==> src/rtl/axi_lite_slave_controller.sv <==
// AXI4-Lite slave front end. Converts AR/R and AW/W/B channel handshakes into
// single-cycle load/store request pulses towards a word-organised memory model,
// then waits for the matching done strobe and returns the R/B response.
// Read and write paths are independent FSMs and may be active at the same time.
//
// Ports:
//   clk_i, rst_n_i          clock, asynchronous active-low reset
//   axi_aw*/axi_w*/axi_b*   AXI4-Lite write address, write data, write response
//   axi_ar*/axi_r*          AXI4-Lite read address, read data/response
//   load_*                  memory load request (address relative to BASE_ADDRESS)
//   store_*                 memory store request (address relative to BASE_ADDRESS)
// All outputs are registered.
module axi_lite_slave_controller #(
  parameter logic [31:0] BASE_ADDRESS = 32'h0000_0000,
  parameter int unsigned MEMORY_SIZE  = 32
) (
  input  logic        clk_i,
  input  logic        rst_n_i,
  input  logic [31:0] axi_awaddr_i,
  input  logic        axi_awvalid_i,
  output logic        axi_awready_o,
  input  logic [31:0] axi_wdata_i,
  input  logic [3:0]  axi_wstrb_i,
  input  logic        axi_wvalid_i,
  output logic        axi_wready_o,
  output logic [1:0]  axi_bresp_o,
  output logic        axi_bvalid_o,
  input  logic        axi_bready_i,
  input  logic [31:0] axi_araddr_i,
  input  logic        axi_arvalid_i,
  output logic        axi_arready_o,
  output logic [31:0] axi_rdata_o,
  output logic [1:0]  axi_rresp_o,
  output logic        axi_rvalid_o,
  input  logic        axi_rready_i,
  output logic [31:0] load_address_o,
  output logic        load_o,
  input  logic [31:0] load_data_i,
  input  logic        load_done_i,
  output logic [31:0] store_address_o,
  output logic [31:0] store_data_o,
  output logic [3:0]  store_strobe_o,
  output logic        store_o,
  input  logic        store_done_i
);

  localparam logic [1:0] RespOkay   = 2'b00;
  localparam logic [1:0] RespSlvErr = 2'b10;

  // 33-bit limit so a window ending at the top of the address space does not wrap.
  localparam logic [32:0] LimitAddr = {1'b0, BASE_ADDRESS} + 33'(MEMORY_SIZE) * 33'd4;

  function automatic logic in_range(input logic [31:0] addr);
    return ({1'b0, addr} >= {1'b0, BASE_ADDRESS}) && ({1'b0, addr} < LimitAddr);
  endfunction

  typedef enum logic [1:0] {RIdle, RLoad, RWait, RResp} r_state_e;
  typedef enum logic [1:0] {WIdle, WStore, WWait, WResp} w_state_e;

  // ---------------------------------------------------------------------------
  // Read path
  // ---------------------------------------------------------------------------
  r_state_e    r_state_q;
  logic        arready_q;
  logic        rvalid_q;
  logic [31:0] rdata_q;
  logic [1:0]  rresp_q;
  logic        load_q;
  logic [31:0] load_address_q;

  always_ff @(posedge clk_i or negedge rst_n_i) begin
    if (!rst_n_i) begin
      r_state_q      <= RIdle;
      arready_q      <= 1'b0;
      rvalid_q       <= 1'b0;
      rdata_q        <= '0;
      rresp_q        <= '0;
      load_q         <= 1'b0;
      load_address_q <= '0;
    end else begin
      unique case (r_state_q)
        RIdle: begin
          if (axi_arvalid_i && arready_q) begin
            arready_q <= 1'b0;
            if (in_range(axi_araddr_i)) begin
              load_address_q <= axi_araddr_i - BASE_ADDRESS;
              load_q         <= 1'b1;
              r_state_q      <= RLoad;
            end else begin
              rdata_q   <= '0;
              rresp_q   <= RespSlvErr;
              rvalid_q  <= 1'b1;
              r_state_q <= RResp;
            end
          end else begin
            // Also raises arready on the first edge out of reset.
            arready_q <= 1'b1;
          end
        end
        RLoad: begin
          load_q    <= 1'b0;
          r_state_q <= RWait;
        end
        RWait: begin
          if (load_done_i) begin
            rdata_q   <= load_data_i;
            rresp_q   <= RespOkay;
            rvalid_q  <= 1'b1;
            r_state_q <= RResp;
          end
        end
        RResp: begin
          if (axi_rready_i) begin
            rvalid_q  <= 1'b0;
            arready_q <= 1'b1;
            r_state_q <= RIdle;
          end
        end
        default: r_state_q <= RIdle;
      endcase
    end
  end

  // ---------------------------------------------------------------------------
  // Write path
  // ---------------------------------------------------------------------------
  w_state_e    w_state_q;
  logic        awready_q;
  logic        wready_q;
  logic        aw_got_q;
  logic        w_got_q;
  logic [31:0] awaddr_q;
  logic [31:0] wdata_q;
  logic [3:0]  wstrb_q;
  logic        bvalid_q;
  logic [1:0]  bresp_q;
  logic        store_q;
  logic [31:0] store_address_q;
  logic [31:0] store_data_q;
  logic [3:0]  store_strobe_q;

  logic        aw_hs;
  logic        w_hs;
  logic [31:0] aw_addr_now;
  logic [31:0] w_data_now;
  logic [3:0]  w_strb_now;

  assign aw_hs = axi_awvalid_i && awready_q;
  assign w_hs  = axi_wvalid_i && wready_q;

  // Channel contents as seen this cycle: latched copy if it arrived earlier,
  // otherwise the bus value being handshaken right now.
  assign aw_addr_now = aw_got_q ? awaddr_q : axi_awaddr_i;
  assign w_data_now  = w_got_q  ? wdata_q  : axi_wdata_i;
  assign w_strb_now  = w_got_q  ? wstrb_q  : axi_wstrb_i;

  always_ff @(posedge clk_i or negedge rst_n_i) begin
    if (!rst_n_i) begin
      w_state_q       <= WIdle;
      awready_q       <= 1'b0;
      wready_q        <= 1'b0;
      aw_got_q        <= 1'b0;
      w_got_q         <= 1'b0;
      awaddr_q        <= '0;
      wdata_q         <= '0;
      wstrb_q         <= '0;
      bvalid_q        <= 1'b0;
      bresp_q         <= '0;
      store_q         <= 1'b0;
      store_address_q <= '0;
      store_data_q    <= '0;
      store_strobe_q  <= '0;
    end else begin
      unique case (w_state_q)
        WIdle: begin
          if (aw_hs) begin
            awaddr_q  <= axi_awaddr_i;
            aw_got_q  <= 1'b1;
            awready_q <= 1'b0;
          end else if (!aw_got_q) begin
            awready_q <= 1'b1;
          end
          if (w_hs) begin
            wdata_q  <= axi_wdata_i;
            wstrb_q  <= axi_wstrb_i;
            w_got_q  <= 1'b1;
            wready_q <= 1'b0;
          end else if (!w_got_q) begin
            wready_q <= 1'b1;
          end
          if ((aw_got_q || aw_hs) && (w_got_q || w_hs)) begin
            aw_got_q <= 1'b0;
            w_got_q  <= 1'b0;
            if (in_range(aw_addr_now)) begin
              store_address_q <= aw_addr_now - BASE_ADDRESS;
              store_data_q    <= w_data_now;
              store_strobe_q  <= w_strb_now;
              store_q         <= 1'b1;
              w_state_q       <= WStore;
            end else begin
              bresp_q   <= RespSlvErr;
              bvalid_q  <= 1'b1;
              w_state_q <= WResp;
            end
          end
        end
        WStore: begin
          store_q   <= 1'b0;
          w_state_q <= WWait;
        end
        WWait: begin
          if (store_done_i) begin
            bresp_q   <= RespOkay;
            bvalid_q  <= 1'b1;
            w_state_q <= WResp;
          end
        end
        WResp: begin
          if (axi_bready_i) begin
            bvalid_q  <= 1'b0;
            awready_q <= 1'b1;
            wready_q  <= 1'b1;
            w_state_q <= WIdle;
          end
        end
        default: w_state_q <= WIdle;
      endcase
    end
  end

  assign axi_arready_o   = arready_q;
  assign axi_rvalid_o    = rvalid_q;
  assign axi_rdata_o     = rdata_q;
  assign axi_rresp_o     = rresp_q;
  assign load_o          = load_q;
  assign load_address_o  = load_address_q;
  assign axi_awready_o   = awready_q;
  assign axi_wready_o    = wready_q;
  assign axi_bvalid_o    = bvalid_q;
  assign axi_bresp_o     = bresp_q;
  assign store_o         = store_q;
  assign store_address_o = store_address_q;
  assign store_data_o    = store_data_q;
  assign store_strobe_o  = store_strobe_q;

endmodule

==> config.mk <==
export PLATFORM = sky130hd
export DESIGN_NAME = axi_lite_slave_controller
export DESIGN_NICKNAME = d
export VERILOG_FILES = /design/src/rtl/axi_lite_slave_controller.sv
export SDC_FILE = /design/constraint.sdc
export NUM_CORES = 1
export LEC_CHECK = 0
export BUFFER_PORTS_ARGS = -buffer_cell sky130_fd_sc_hd__buf_2
export CAP_MARGIN = 25
export CORE_AREA = 2 2 128 130
export CTS_BUF_LIST = sky130_fd_sc_hd__clkbuf_8
export DETAILED_ROUTE_END_ITERATION = 8
export DIE_AREA = 0 0 130 132
export PLACE_DENSITY = 0.86
export SKIP_CTS_REPAIR_TIMING = 1
export SYNTH_ARGS = -nofsm -noshare
export SYNTH_HDL_FRONTEND = slang
export SYNTH_SLANG_ARGS = --single-unit
==> constraint.sdc <==
create_clock -name clk_i -period 6.9 [get_ports clk_i]
set_input_delay 0.69 -clock clk_i [delete_from_list [all_inputs] [get_ports clk_i]]
set_output_delay 0.69 -clock clk_i [all_outputs]
set_load 0.01 [all_outputs]
### Yosys cells after proc, flatten, opt, wreduce, memory -nomap -nowiden

Cells that the tools add are included.

| cells by class | value |
|---|---|
| $lt $le $gt $ge | 2 |
| equality and inequality tests | 18 |
| muxes and demuxes | 55 |
| reduce and logical (&&, ||, !) cells | 35 |

Operators with widths:

| cell | count |
|---|---|
| $mux W32 | 5 |
| $lt A32 B8 Y1 const B | 2 |
| $pmux W32 S2 | 1 |
| $mux W2 | 14 |
| $reduce_and A3 Y1 | 8 |
| $mux W1 | 23 |
| $ne A2 B2 Y1 const B | 10 |
| $pmux W2 S4 | 2 |
| $reduce_bool A2 Y1 | 8 |
| $pmux W1 S2 | 5 |
| $reduce_and A2 Y1 | 5 |
| $reduce_and A5 Y1 | 2 |
| $eq A2 B2 Y1 const B | 4 |
| $pmux W2 S2 | 2 |
| $reduce_and A4 Y1 | 2 |
| $ne A3 B3 Y1 const B | 2 |
| $pmux W1 S3 | 2 |
| $reduce_bool A3 Y1 | 2 |
| $eq A2 B1 Y1 const B | 2 |
| $logic_and A1 B1 Y1 | 4 |
| $logic_not A2 Y1 | 2 |
| $mux W4 | 1 |
| $logic_or A1 B1 Y1 | 2 |

| storage, ports and cells | value |
|---|---|
| register bits after elaboration | 217 |
| input bits | 141 |
| output and inout port bits | 143 |
| logic and storage cells | 131 |

### Depth between registers and ports, before layout

| logic depth | value |
|---|---|
| depth after elaboration | 5 |
| mapped depth | 9 |
| mapped depth without buffers | 7 |

### Worst setup path before layout

No wires, ideal clock.

| timing | value |
|---|---|
| path type | input port to flip-flop |
| from | input axi_awaddr_i[14] |
| to | register store_address_q[0] (netlist: store_address_o[0]) |
| setup time | 0.128 ns |
| arrival | 2.320 ns |
| data required time | 6.772 ns |
| slack | 4.452 ns |
| stages on the path | 6 |
| path buffers | 1 |
| path through | or4_1 -> o22a_1 -> a211oi_2 -> nand4_1 -> buf_2 -> mux2_1 |

| between the ends | value |
|---|---|
| longest elaborated chain between the ends | 3 |

RTL lines:

| item | line | source |
|---|---|---|
| start, declared | 19 | `input logic [31:0] axi_awaddr_i,` |
| $mux W32 | 153 | `assign aw_addr_now = aw_got_q ? awaddr_q : axi_awaddr_i;` |
| $lt A32 B8 Y1 | 54 | `return ({1'b0, addr} >= {1'b0, BASE_ADDRESS}) && ({1'b0, addr} < LimitAddr);` |
| $reduce_and A3 Y1 (no line) | - |  |
| end signal, assigned | 195 | `store_address_q <= aw_addr_now - BASE_ADDRESS;` |
| end, declared | 138 | `logic [31:0] store_address_q;` |

No other way between the ends.
A chain may end at the register's enable or synchronous reset.

### Worst setup path after layout

| timing | value |
|---|---|
| from | register aw_got_q |
| to | register store_data_q[25] (netlist: store_data_o[25]) |

| between the ends | value |
|---|---|
| longest elaborated chain between the ends | 3 |
| elaborated cells between the ends (all ways) | 5 |
| those cells by class | order compare: 1; mux: 1; reduce/logical: 3 |

RTL lines:

| item | line | source |
|---|---|---|
| start, declared | 130 | `logic aw_got_q;` |
| start signal, assigned | 162 | `aw_got_q <= 1'b0;` |
| start signal, assigned | 178 | `aw_got_q <= 1'b1;` |
| start signal, assigned | 192 | `aw_got_q <= 1'b0;` |
| $mux W32 or $logic_or A1 B1 Y1 (tied branches) | 153, 191 |  |
| $lt A32 B8 Y1 or $logic_and A1 B1 Y1 (tied branches) | 54, 191 |  |
| $reduce_and A3 Y1 (no line) * | - |  |
| end signal, assigned | 196 | `store_data_q <= w_data_now;` |
| end, declared | 139 | `logic [31:0] store_data_q;` |

Mark *: on every way between the ends. The rest lies on a longest branch, timed or not.

==> results.toml <==
[final_layout]
utilization_pct = 70.35
area_delta_synth_final_pct = 27.46
drive_gt1_share_pct = 50.05
num-nets-final = 1054
fillers = 1107
multi_input_area_sq_um = 3129
seq_area_sq_um = 5381

[clock_tree]
cts_tree = "done"
insertion_delay_ns = 0.51
clk_pin_slew_ns = 0.06
ctsHtreeMaxLevel = 2
clock_tree.buffer_depth = 3
cts_buffers = 35
cts_sinks = 215
root_buffer = "clkbuf_8"

[power_and_ir_drop]
p_int_w = 0.002853
p_per_area_nw_per_um2 = 372.5
power.total_w = 0.004117
clock_power_share_pct = 27.1
p_sw_share_pct = 30.71
p_sw_w = 0.001265
p_comb_share_pct = 28.7
ir_drop_mv = 0.3190
p_seq_share_pct = 44.2
leakagePower_nw = 5.946

[critical_path]
cp.buffers_inverters = 1
critical_path.max_stage_delay_ns = 0.77
cp_top_family = "flip-flops"
reg2reg_from = "aw_got_q"
cp_slowest_cell = "dfrtp_1"
crit_chain = "or4b_1 -> o22a_1 -> a211oi_2 -> nand4_1 -> buf_4 -> mux2_1"
crit_start = "aw_got_q"
critical_path_arrival_ns = 3.25
path_max_fanout = 68
start_kind = "flip-flop"
crit_type = "flip-flop to flip-flop"
crit_path_end_kind = "flip-flop"
required_ns = 7.29

[timing]
finalCriticalPeriod_ns = 2.856
grt_setup_unrepaired = "no"
max-slew-margin-rel_pct = 38.85
fmax_mhz = 350.2
hold_slack_ns = 0.2378
hold_violations = 0
tightest_slew_ns = 0.9172
drv_slew = 0
tns_ns = 0
finalWorstSetupSlack_ns = 4.044
fin_worst_skew_ns = 0.01784
period_share_pct = 41.39
finalSetupViolCount = 0

[floorplan]
coreArea_sq_um = 15710
fp-row-count = 46
fp.dieH_um = 132
dieArea_sq_um = 17160
ioPinCount = 284
initial_core_util_pct = 55.19
fp.dieW_um = 130

[route]
wl_per_cell_um = 18.33
dr.pass1.iters = 5
dr_total_vias = 6004
drt_iter0_markers = 303
drc = 0
viasPerCell = 5.230
antenna_left = 0
routed_wirelength_mm = 21.04

[synthesis]
yosysUniqueCellTypes = 43
synth_edf_count = 0
synth.top_cell.area_share_pct = 62.04
synth_seq_cells = 215
syn_inst = 609
synthArstFlopShare_pct = 100.0
synthTopCellsByArea = "dfrtp_1, mux2_2, mux2_1"
ys_warn_count = 0
synth.largest_area_cell = "dfrtp_1"
synth.cell_area_sq_um = 8672
ys_seq_area_share_pct = 62.04
synth.avg_cell_area_sq_um = 14.24
synth-main-ff-cell = "dfrtp_1"
netlist_top_cells_count = "dfrtp_1, mux2_2, mux2_1, a22o_1, nor2b_1"
yosysMostFrequentCell = "dfrtp_1"

[grt]
grt_antenna_before_repair = 3
grt_pass1_vias = 6464
grt_max_degree = 91
overflow = 0
grtUsageTotal_pct = 24.75
grt_pass1_wl_mm = 33.16

[place]
hpwl_mm = 14.84
place_ws_ns = 3.977
numPortBuffers = 281
gp_congestion = 0.8709

[status]
status = "finished clean"

[min_path]
hp-class = "primary input to asynchronous set/reset pin"

[run]
drv_cap = 0
-- cell usage in the layout, fill, tap and decap left out, types with 2 or more instances in the layout --
cell type and n:
bufinv_16 2, nor2b_1 26, mux2_1 43, dfrtp_1 214, a221oi_1 2, and2_1 25
buf_4 6, clkbuf_8 41, diode_2 3, nand2_1 8, nor2_1 13, mux2_2 118
nor3_1 5, nand3_1 4, clkinv_2 7, nor4b_1 3, a22o_1 34, buf_2 280
conb_1 2, inv_6 2, nand4_1 4, a21oi_1 7, nor4_1 10, nand2b_1 2
a22oi_1 3, o22ai_1 4, o21ai_0 7, o31ai_1 3, ha_1 9, inv_1 22
-- path summary, 6_finish.rpt --
kind / endpoint / slack (ns) / cells past startpoint
max: store_data_o[25] / 4.04 / 6
min: store_data_o[4] / 0.24 / 1
max reg2reg: store_data_o[25] / 4.04 / 6
min reg2reg: store_address_o[18] / 0.48 / 1
max in group asynchronous: wdata_q[25] / 5.26 / 2
min in group clk_i: axi_rdata_o[14] / 0.39 / 2
-- power by group through the flow --
stage	registers [W]	clock network [W]	logic (W)
after floorplan	0.00177	0	0.000839
after global routing	0.00186	0.00121	0.00129
after CTS	0.00182	0.00115	0.00115
after global placement	0.00181	0	0.00110
final	0.00182	0.00112	0.00118
after detailed placement	0.00183	0	0.00115
-- kinds of logic (layout without fill, tap and decap cells) --
kind of cell / after synthesis / in the layout / share of synthesized area, %
adders and majority gates: 9 / 9 / 1.299
buffers and inverters: 44 / 363 / 2.092
AOI/OAI and AO/OA: 71 / 71 / 6.420
and+or+nand+nor: 108 / 108 / 7.200
other: 1 / 5 / 0.04324
muxes: 161 / 161 / 20.91
DFF: 215 / 215 / 62.04
-- layout make-up --
class                           instances  area share, %
Antenna cell                            3        0.06792
Clock buffer                           40          4.981
Clock inverter                         22          1.460
Inverter                               12         0.4075
Multi-Input combinational cell        351          28.31
Sequential cell                       215          48.69
Tap cell                              216          2.445
Timing Repair Buffer                  289          13.64
-- metrics by stage --
| step | cells | cell area (sq um) |
|---|---|---|
| 2_1_floorplan | 610 | 8676 |
| 3_3_place_gp | 1081 | 10290 |
| 3_5_place_dp | 1082 | 10310 |
| 4_1_cts | 1144 | 11020 |
| 5_1_grt | 1148 | 11050 |
| 6_report | 1148 | 11050 |
-- flip-flops by register name, summed over array words and instances, names as in the netlist, 2 cells and up --
register         count
store_address_o     32
store_strobe_o       4
wdata_q             32
store_data_o        32
w_state_q            2
axi_rdata_o         32
r_state_q            2
wstrb_q              4
load_address_o      32
awaddr_q            32
-- per-layer routing --
metal | track usage [%] | routed length [um] | share of wire (%) | vias to the layer above
met5 | 0 | 0 | 0 | -
met4 | 9.319 | 682 | 3.2 | 0
met3 | 6.250 | 1375 | 6.5 | 47
met2 | 43.14 | 11010 | 52 | 222
met1 | 29.33 | 7970 | 38 | 2962
li1 | - | - | - | 2773
-- worst reg2reg max path: stages (launching register included) --
cell,delay [ns]
dfrtp_1,0.77
or4b_1,0.50
o22a_1,0.24
a211oi_2,0.25
nand4_1,0.13
buf_4,0.39
mux2_1,0.48
Power figures use the tool's default switching activity.
